**config.mk**
```make
export PLATFORM = sky130hd
export DESIGN_NAME = multi_dice_roller
export DESIGN_NICKNAME = d
export VERILOG_FILES = /design/src/rtl/multi_dice_roller.sv
export SDC_FILE = /design/constraint.sdc
export NUM_CORES = 1
export LEC_CHECK = 0
export BUFFER_PORTS_ARGS = -buffer_cell sky130_fd_sc_hd__clkbuf_2
export CELL_PAD_IN_SITES_DETAIL_PLACEMENT = 1
export CELL_PAD_IN_SITES_GLOBAL_PLACEMENT = 1
export CORE_MARGIN = 1
export CORE_UTILIZATION = 45
export DETAILED_ROUTE_END_ITERATION = 8
export PLACE_DENSITY_LB_ADDON = 0.1
export SYNTH_ARGS = -nofsm -noshare
export SYNTH_HDL_FRONTEND = slang
export SYNTH_SLANG_ARGS = --single-unit
```
**constraint.sdc**
```tcl
create_clock -name clock -period 4.86 [get_ports clock]
set_clock_uncertainty 0.2 [all_clocks]
set_input_delay 0.486 -clock clock [delete_from_list [all_inputs] [get_ports clock]]
set_output_delay 0.486 -clock clock [all_outputs]
set_load 0.1 [all_outputs]
```
**src/rtl/multi_dice_roller.sv**
```systemverilog
// N-die roller: a free-running odometer of FACES-sided counters is sampled while
// roll is held and captured on its release, then decoded for the 7-seg bank.
module multi_dice_roller #(
    parameter int NUM_DICE = 2,
    parameter int FACES    = 6,
    parameter int VW       = $clog2(FACES + 1),
    parameter int SW       = $clog2(NUM_DICE * FACES + 1)
) (
    input  logic                   clock,
    input  logic                   reset_n,
    input  logic                   roll,
    input  logic                   clear,
    output logic [7*NUM_DICE-1:0]  seg7,
    output logic [VW*NUM_DICE-1:0] value,
    output logic [SW-1:0]          sum,
    output logic                   done,
    output logic                   busy,
    output logic [15:0]            rolls
);

    typedef enum logic [1:0] {IDLE, ROLLING, SHOW} state_t;

    localparam logic [VW-1:0] FACES_V = VW'(FACES);
    localparam logic [VW-1:0] ONE_V   = VW'(1);

    function automatic logic [6:0] seg_decode(input logic [VW-1:0] v);
        case (int'(v))
            1:       return 7'b1111001;
            2:       return 7'b0100100;
            3:       return 7'b0110000;
            4:       return 7'b0011001;
            5:       return 7'b0010010;
            6:       return 7'b0000010;
            7:       return 7'b1111000;
            8:       return 7'b0000000;
            9:       return 7'b0010000;
            default: return 7'b1111111;
        endcase
    endfunction

    state_t                  state_q, state_d;
    logic [VW*NUM_DICE-1:0]  cnt_q, cnt_d;
    logic [VW*NUM_DICE-1:0]  value_q, value_d;
    logic [SW-1:0]           sum_q, sum_d;
    logic [7*NUM_DICE-1:0]   seg7_q, seg7_d;
    logic                    done_q, done_d;
    logic                    busy_q, busy_d;
    logic [15:0]             rolls_q, rolls_d;
    logic [SW-1:0]           sum_cap;
    logic [7*NUM_DICE-1:0]   seg_cap;
    logic                    carry;

    // Odometer: die i steps only when every lower die is about to wrap.
    always_comb begin
        cnt_d   = cnt_q;
        carry   = 1'b1;
        sum_cap = '0;
        seg_cap = '1;
        for (int i = 0; i < NUM_DICE; i++) begin
            if (carry) begin
                cnt_d[VW*i +: VW] = (cnt_q[VW*i +: VW] == FACES_V) ? ONE_V
                                                                   : cnt_q[VW*i +: VW] + ONE_V;
            end
            carry = carry & (cnt_q[VW*i +: VW] == FACES_V);
            sum_cap = sum_cap + SW'(cnt_q[VW*i +: VW]);
            seg_cap[7*i +: 7] = seg_decode(cnt_q[VW*i +: VW]);
        end
    end

    always_comb begin
        state_d = state_q;
        value_d = value_q;
        sum_d   = sum_q;
        seg7_d  = seg7_q;
        done_d  = 1'b0;
        rolls_d = rolls_q;
        if (clear) begin
            state_d = IDLE;
            value_d = '0;
            sum_d   = '0;
            seg7_d  = '1;
        end else begin
            case (state_q)
                IDLE, SHOW: begin
                    if (roll) state_d = ROLLING;
                end
                ROLLING: begin
                    // Display tumbles every edge; the release edge freezes it.
                    value_d = cnt_q;
                    sum_d   = sum_cap;
                    seg7_d  = seg_cap;
                    if (!roll) begin
                        state_d = SHOW;
                        done_d  = 1'b1;
                        if (rolls_q != 16'hFFFF) rolls_d = rolls_q + 16'd1;
                    end
                end
                default: state_d = IDLE;
            endcase
        end
        busy_d = (state_d == ROLLING);
    end

    always_ff @(posedge clock or negedge reset_n) begin
        if (!reset_n) begin
            state_q <= IDLE;
            for (int i = 0; i < NUM_DICE; i++) cnt_q[VW*i +: VW] <= ONE_V;
            value_q <= '0;
            sum_q   <= '0;
            seg7_q  <= '1;
            done_q  <= 1'b0;
            busy_q  <= 1'b0;
            rolls_q <= '0;
        end else begin
            state_q <= state_d;
            cnt_q   <= cnt_d;
            value_q <= value_d;
            sum_q   <= sum_d;
            seg7_q  <= seg7_d;
            done_q  <= done_d;
            busy_q  <= busy_d;
            rolls_q <= rolls_d;
        end
    end

    assign seg7  = seg7_q;
    assign value = value_q;
    assign sum   = sum_q;
    assign done  = done_q;
    assign busy  = busy_q;
    assign rolls = rolls_q;

endmodule

```
; ---- Word-level counts from Yosys, hierarchy flattened
; Cells that the tools add are included.
[totals]
ff_bits = 50
out_inout_bits = 42
wordCells = 54
[op_classes]
addsub = 4
n_eq_ne = 18
mux = 17
n_bitwise = 2
reduce_logical = 4
[ops]
columns = operator, n
row1 = one-hot mux 7 bit (7 select lines), 2
row2 = two-way mux 14 bit, 2
row3 = == test 3 bit (second input constant), 8
row4 = adder 16 x 1 -> 16 bit (second input constant), 1
row5 = inequality test 16 bit (second input constant), 1
row6 = == test 3 x 2 -> 1 bit (second input constant), 4
row7 = two-way mux 6 bit, 2
row8 = two-way mux 4 bit, 2
row9 = adder 3 x 1 -> 3 bit (second input constant), 2
row10 = == test 3 x 1 -> 1 bit (second input constant), 2
row11 = two-way mux 2 bit, 3
row12 = two-way mux 3 bit, 2
row13 = adder 3 x 3 -> 4 bit, 1
row14 = == test 2 x 1 -> 1 bit (second input constant), 2
row15 = one-hot mux 2 bit (2 select lines), 1
row16 = AND reduction 4 bit, 1
row17 = two-way mux 1 bit, 3
row18 = == test 2 bit (second input constant), 1
row19 = logical NOT 2 bit, 1
row20 = NOT 1 bit, 2
row21 = nonzero test 2 bit, 1
row22 = OR reduction 2 bit, 1

; ---- Logic depth before layout (Yosys ltp)
[depth]
depth_word = 5
depth_mapped = 6

; ---- Worst setup path before layout
; OpenSTA, ideal clock, no wires.
[synth_timing]
path_type = register -> register
from = reg rolls_q[0], in the netlist rolls[0]
to = reg rolls_q[1], in the netlist rolls[1]
setup_time_ps = 128
arrival_ps = 2561
required_time_ps = 4532
path_slack_ps = 1971
stages_incl_launch_ff = 7
period_less_slack_ps = 2889
path_cell_list = dfrtp_1 > ha_1 > nand4_1 > or4_1 > clkbuf_1 > and2_1 > mux2_1
[synth_via]
elab_chain_len = 2
elab_cells_between_ends = 3
[synth_lines]
columns = element, line_no
row1 = "start, declared", 48  ; logic [15:0] rolls_q, rolls_d;
row2 = "start signal, assigned", 122  ; rolls_q <= rolls_d;
row3 = "parallel branches: the longest is 2 deep, another holds adder 16 x 1 -> 16 bit", -
; Several ways; the timed one is not identified.
; A chain may end at the register's enable or synchronous reset.

; ---- Worst setup path in the final report
[layout_timing]
from = reg state_q[1]
to = reg rolls_q[13], in the netlist rolls[13]
[layout_via]
elab_chain_len = 2
[layout_lines]
columns = element, line_no
row1 = "start, declared", 41  ; state_t state_q, state_d;
row2 = "start signal, assigned", 115  ; state_q <= state_d;
row3 = == test 2 x 1 -> 1 bit, 83  ; case (state_q)
row4 = AND reduction 4 bit (no line), -
; No other way between the ends.

==> reports/qor.txt <==
status -> completed
total power -> 966 uW
worst path arrival time -> 2.36 ns
Min-Delay Path Class -> input pin to asynchronous set/reset pin
IO Port Bufs -> 45
Fmax achieved -> 0.421 GHz
RSZ-0062 raised after global routing -> false
Slew @ Worst Pin -> 0.752 ns
top_reg_cell synth -> dfrtp_1
Pleak -> 1.21 nW
Max VDD drop -> 0.000197 V
H-tree Lvls -> 2
Synth warnings -> 0
pin count of the biggest net entering global routing -> 51
DRT Pass-1 Iters -> 4
Post-synth EDFFs -> 0
post-cts hold buffer count -> 0
WHS -> 0.0781 ns
ys async rst share -> 100%
Initial Util -> 47.5%
Final Setup Violations -> 0
synthesis-stage register bit count -> 50
Cell Pwr Density -> 365 nW/um^2
CTS clk-pin slew, worst paths -> 0.08 ns
layout cells sized above 1 -> 30.4%
# DRC -> 0
routed vias/inst -> 5.41
top cell type's share of synthesized area -> 37.4%
chip height -> 73.1 um
number of buffers created by CTS -> 5
fin crit period -> 2.38 ns
initial antenna violation count -> 0
Avg Inst Size Synth -> 11.1 um^2
Routed WL -> 4680 um
Yosys top cell by area -> dfrtp_1
# clock sinks -> 50
die width -> 73.1 um
Clock Latency Late Sink -> 0.30 ns
die area -> 5340 um^2
CP bufs+invs -> 0
# diodes -> 0
Max clock buf depth -> 2
IO Pins -> 46
hpwl dp -> 3360 um
syn_nets -> 218
Core Util, Final -> 55.3%
vias in the first global route -> 1,707
Yosys cell types -> 39
CP max-delay cell -> nor4_1
first-pass GRT wire length -> 8070 um
top area cells in the synthesized netlist -> dfrtp_1, dfstp_2, xnor2_1, ha_1, nor2_1
max cap viols -> 0
CP Launch Type -> register
post-synthesis cell area -> 2270 um^2
Seq/Total Area, Yosys -> 55.9%
Rel. slew slack -> 49.7%
RD Place Congestion -> 0.803
Avg WL per Cell -> 14.8 um
Critical Path Max Stage Delay -> 0.56 ns
Pins Over Slew Limit -> 0
Crit. End Element -> register
Post-Synthesis Cells -> 205
Layout area overhead -> 16.4%
post-cts resize count -> 0
worst setup path category -> register to register
root buffer cell -> clkbuf_8
Post-CTS Setup Bufs -> 0
drt first-iter violations -> 82
CP required -> 4.84 ns
post-route clock period utilization -> 48.9%
Filler Cell Count -> 541
Tot GR Track Use -> 20.0%
routed vias -> 1,715
total gr overflow -> 0
count of final hold-check violations -> 0
cell family with most CP delay -> simple AND/OR/NAND/NOR gates
CP max FO -> 5
Final ANT Viol Nets -> 0
core area -> 4790 um^2
Rows -> 25
TritonCTS clock tree -> yes
setup TNS -> 0 ns
fin nets -> 262
critical-path cell list -> or4b_4 > nor4_1 > nor2b_1 > mux2_1
-- metal layers --
| metal | global-route usage, % | vias to the layer above | routed length (um) |
|---|---|---|---|
| met2 | 30.5 | 37 | 2210 |
| met5 | 0 | - | 0 |
| met3 | 4.70 | 7 | 165 |
| met4 | 5.45 | 0 | 42 |
| li1 | - | 807 | - |
| met1 | 28.7 | 864 | 2260 |
-- logic make-up (layout without fill, tap and decap cells) --
group / Yosys count / count (layout) / share of synthesized area [%]
xor gates and xnor gates: 17 / 17 / 6.55
adders and majority gates: 9 / 9 / 5.28
DFF: 50 / 50 / 55.9
AOI/OAI and AO/OA: 37 / 37 / 11.2
and+or+nand+nor: 71 / 71 / 16.7
buffers and inverters: 18 / 63 / 2.97
muxes: 3 / 3 / 1.43
-- power by group --
| group | internal (mW) | switching, mW |
|---|---|---|
| Sequential | 0.443 | 0.0259 |
| Clock | 0.115 | 0.131 |
| Combinational | 0.0371 | 0.214 |
-- path summary, 6_finish.rpt --
| kind | startpoint | to | slack (ns) | cells after the start |
|---|---|---|---|---|
| worst min register to register | value[2]$_DFFE_PN0P_ | value[2]$_DFFE_PN0P_ | 0.29 | 2 |
| worst min-delay path | reset_n | rolls[14]$_DFFE_PN0P_ | 0.08 | 2 |
| min in group clock | roll | state_q[1]$_DFF_PN0_ | 0.17 | 2 |
| max in group asynchronous | reset_n | rolls[13]$_DFFE_PN0P_ | 3.95 | 2 |
| worst max-delay path | state_q[1]$_DFF_PN0_ | rolls[13]$_DFFE_PN0P_ | 2.48 | 4 |
| worst max register to register | state_q[1]$_DFF_PN0_ | rolls[13]$_DFFE_PN0P_ | 2.48 | 4 |
-- synth_stat cells (all sizes together) (2+ instances only) --
cell type,instances
a31oi,3
dfrtp,34
o32a,5
nand2b,3
dfstp,16
nand2,11
ha,8
inv,9
a22o,5
o21ai,10
a211oi,2
mux2,2
xor2,5
nor2,21
nand4,4
nor3b,2
nand3,10
and3,2
clkbuf,9
a21oi,7
nor2b,2
xnor2,12
nor3,5
o22a,4
or4,2
and2,4
-- worst register-to-register path: stages (launching register included) --
cell	delay, ns
dfrtp_1	0.43
or4b_4	0.54
nor4_1	0.56
nor2b_1	0.21
mux2_1	0.32
-- flip-flops by register name, summed over array words and instances (netlist names) --
signal   flops
seg7        14
value        6
state_q      2
done         1
sum          4
busy         1
rolls       16
cnt_q        6
-- stage by stage --
stage | std cells | setup slack [ns] | area, um^2
2_1_floorplan | 205 | 1.97 | 2270
3_3_place_gp | 309 | 2.23 | 2560
3_5_place_dp | 309 | 2.21 | 2560
4_1_cts | 317 | 2.47 | 2650
5_1_grt | 317 | 2.32 | 2650
6_report | 317 | 2.48 | 2650
-- cell type report --
cell class | count | area, um^2 | share of cell area (%)
clock buffer | 7 | 86.3 | 3.26
sequential | 50 | 1270 | 48.0
multi-input combinational | 137 | 936 | 35.3
tap | 67 | 83.8 | 3.16
inverter | 9 | 33.8 | 1.28
timing repair buffer | 46 | 233 | 8.79
clock inverter | 1 | 5.00 | 0.189
-- cells in the final DEF (no fill, tap or decap), types with 2 or more instances in the layout --
cell / count
dfstp_2: 16
nor2b_1: 2
nor2_1: 21
inv_1: 7
nand4_1: 4
a21oi_1: 7
nand2b_1: 3
inv_2: 2
ha_1: 8
nor3_2: 2
and2_1: 4
and3_1: 2
a211oi_1: 2
xnor2_1: 12
nand2_1: 11
o21ai_1: 7
mux2_1: 2
a31oi_1: 3
dfrtp_1: 34
nor3_1: 3
o21ai_0: 3
clkbuf_8: 6
a22o_1: 5
xor2_1: 5
o32a_1: 5
nand3_1: 10
clkbuf_2: 45
o22a_1: 4
Power figures use the tool's default switching activity.
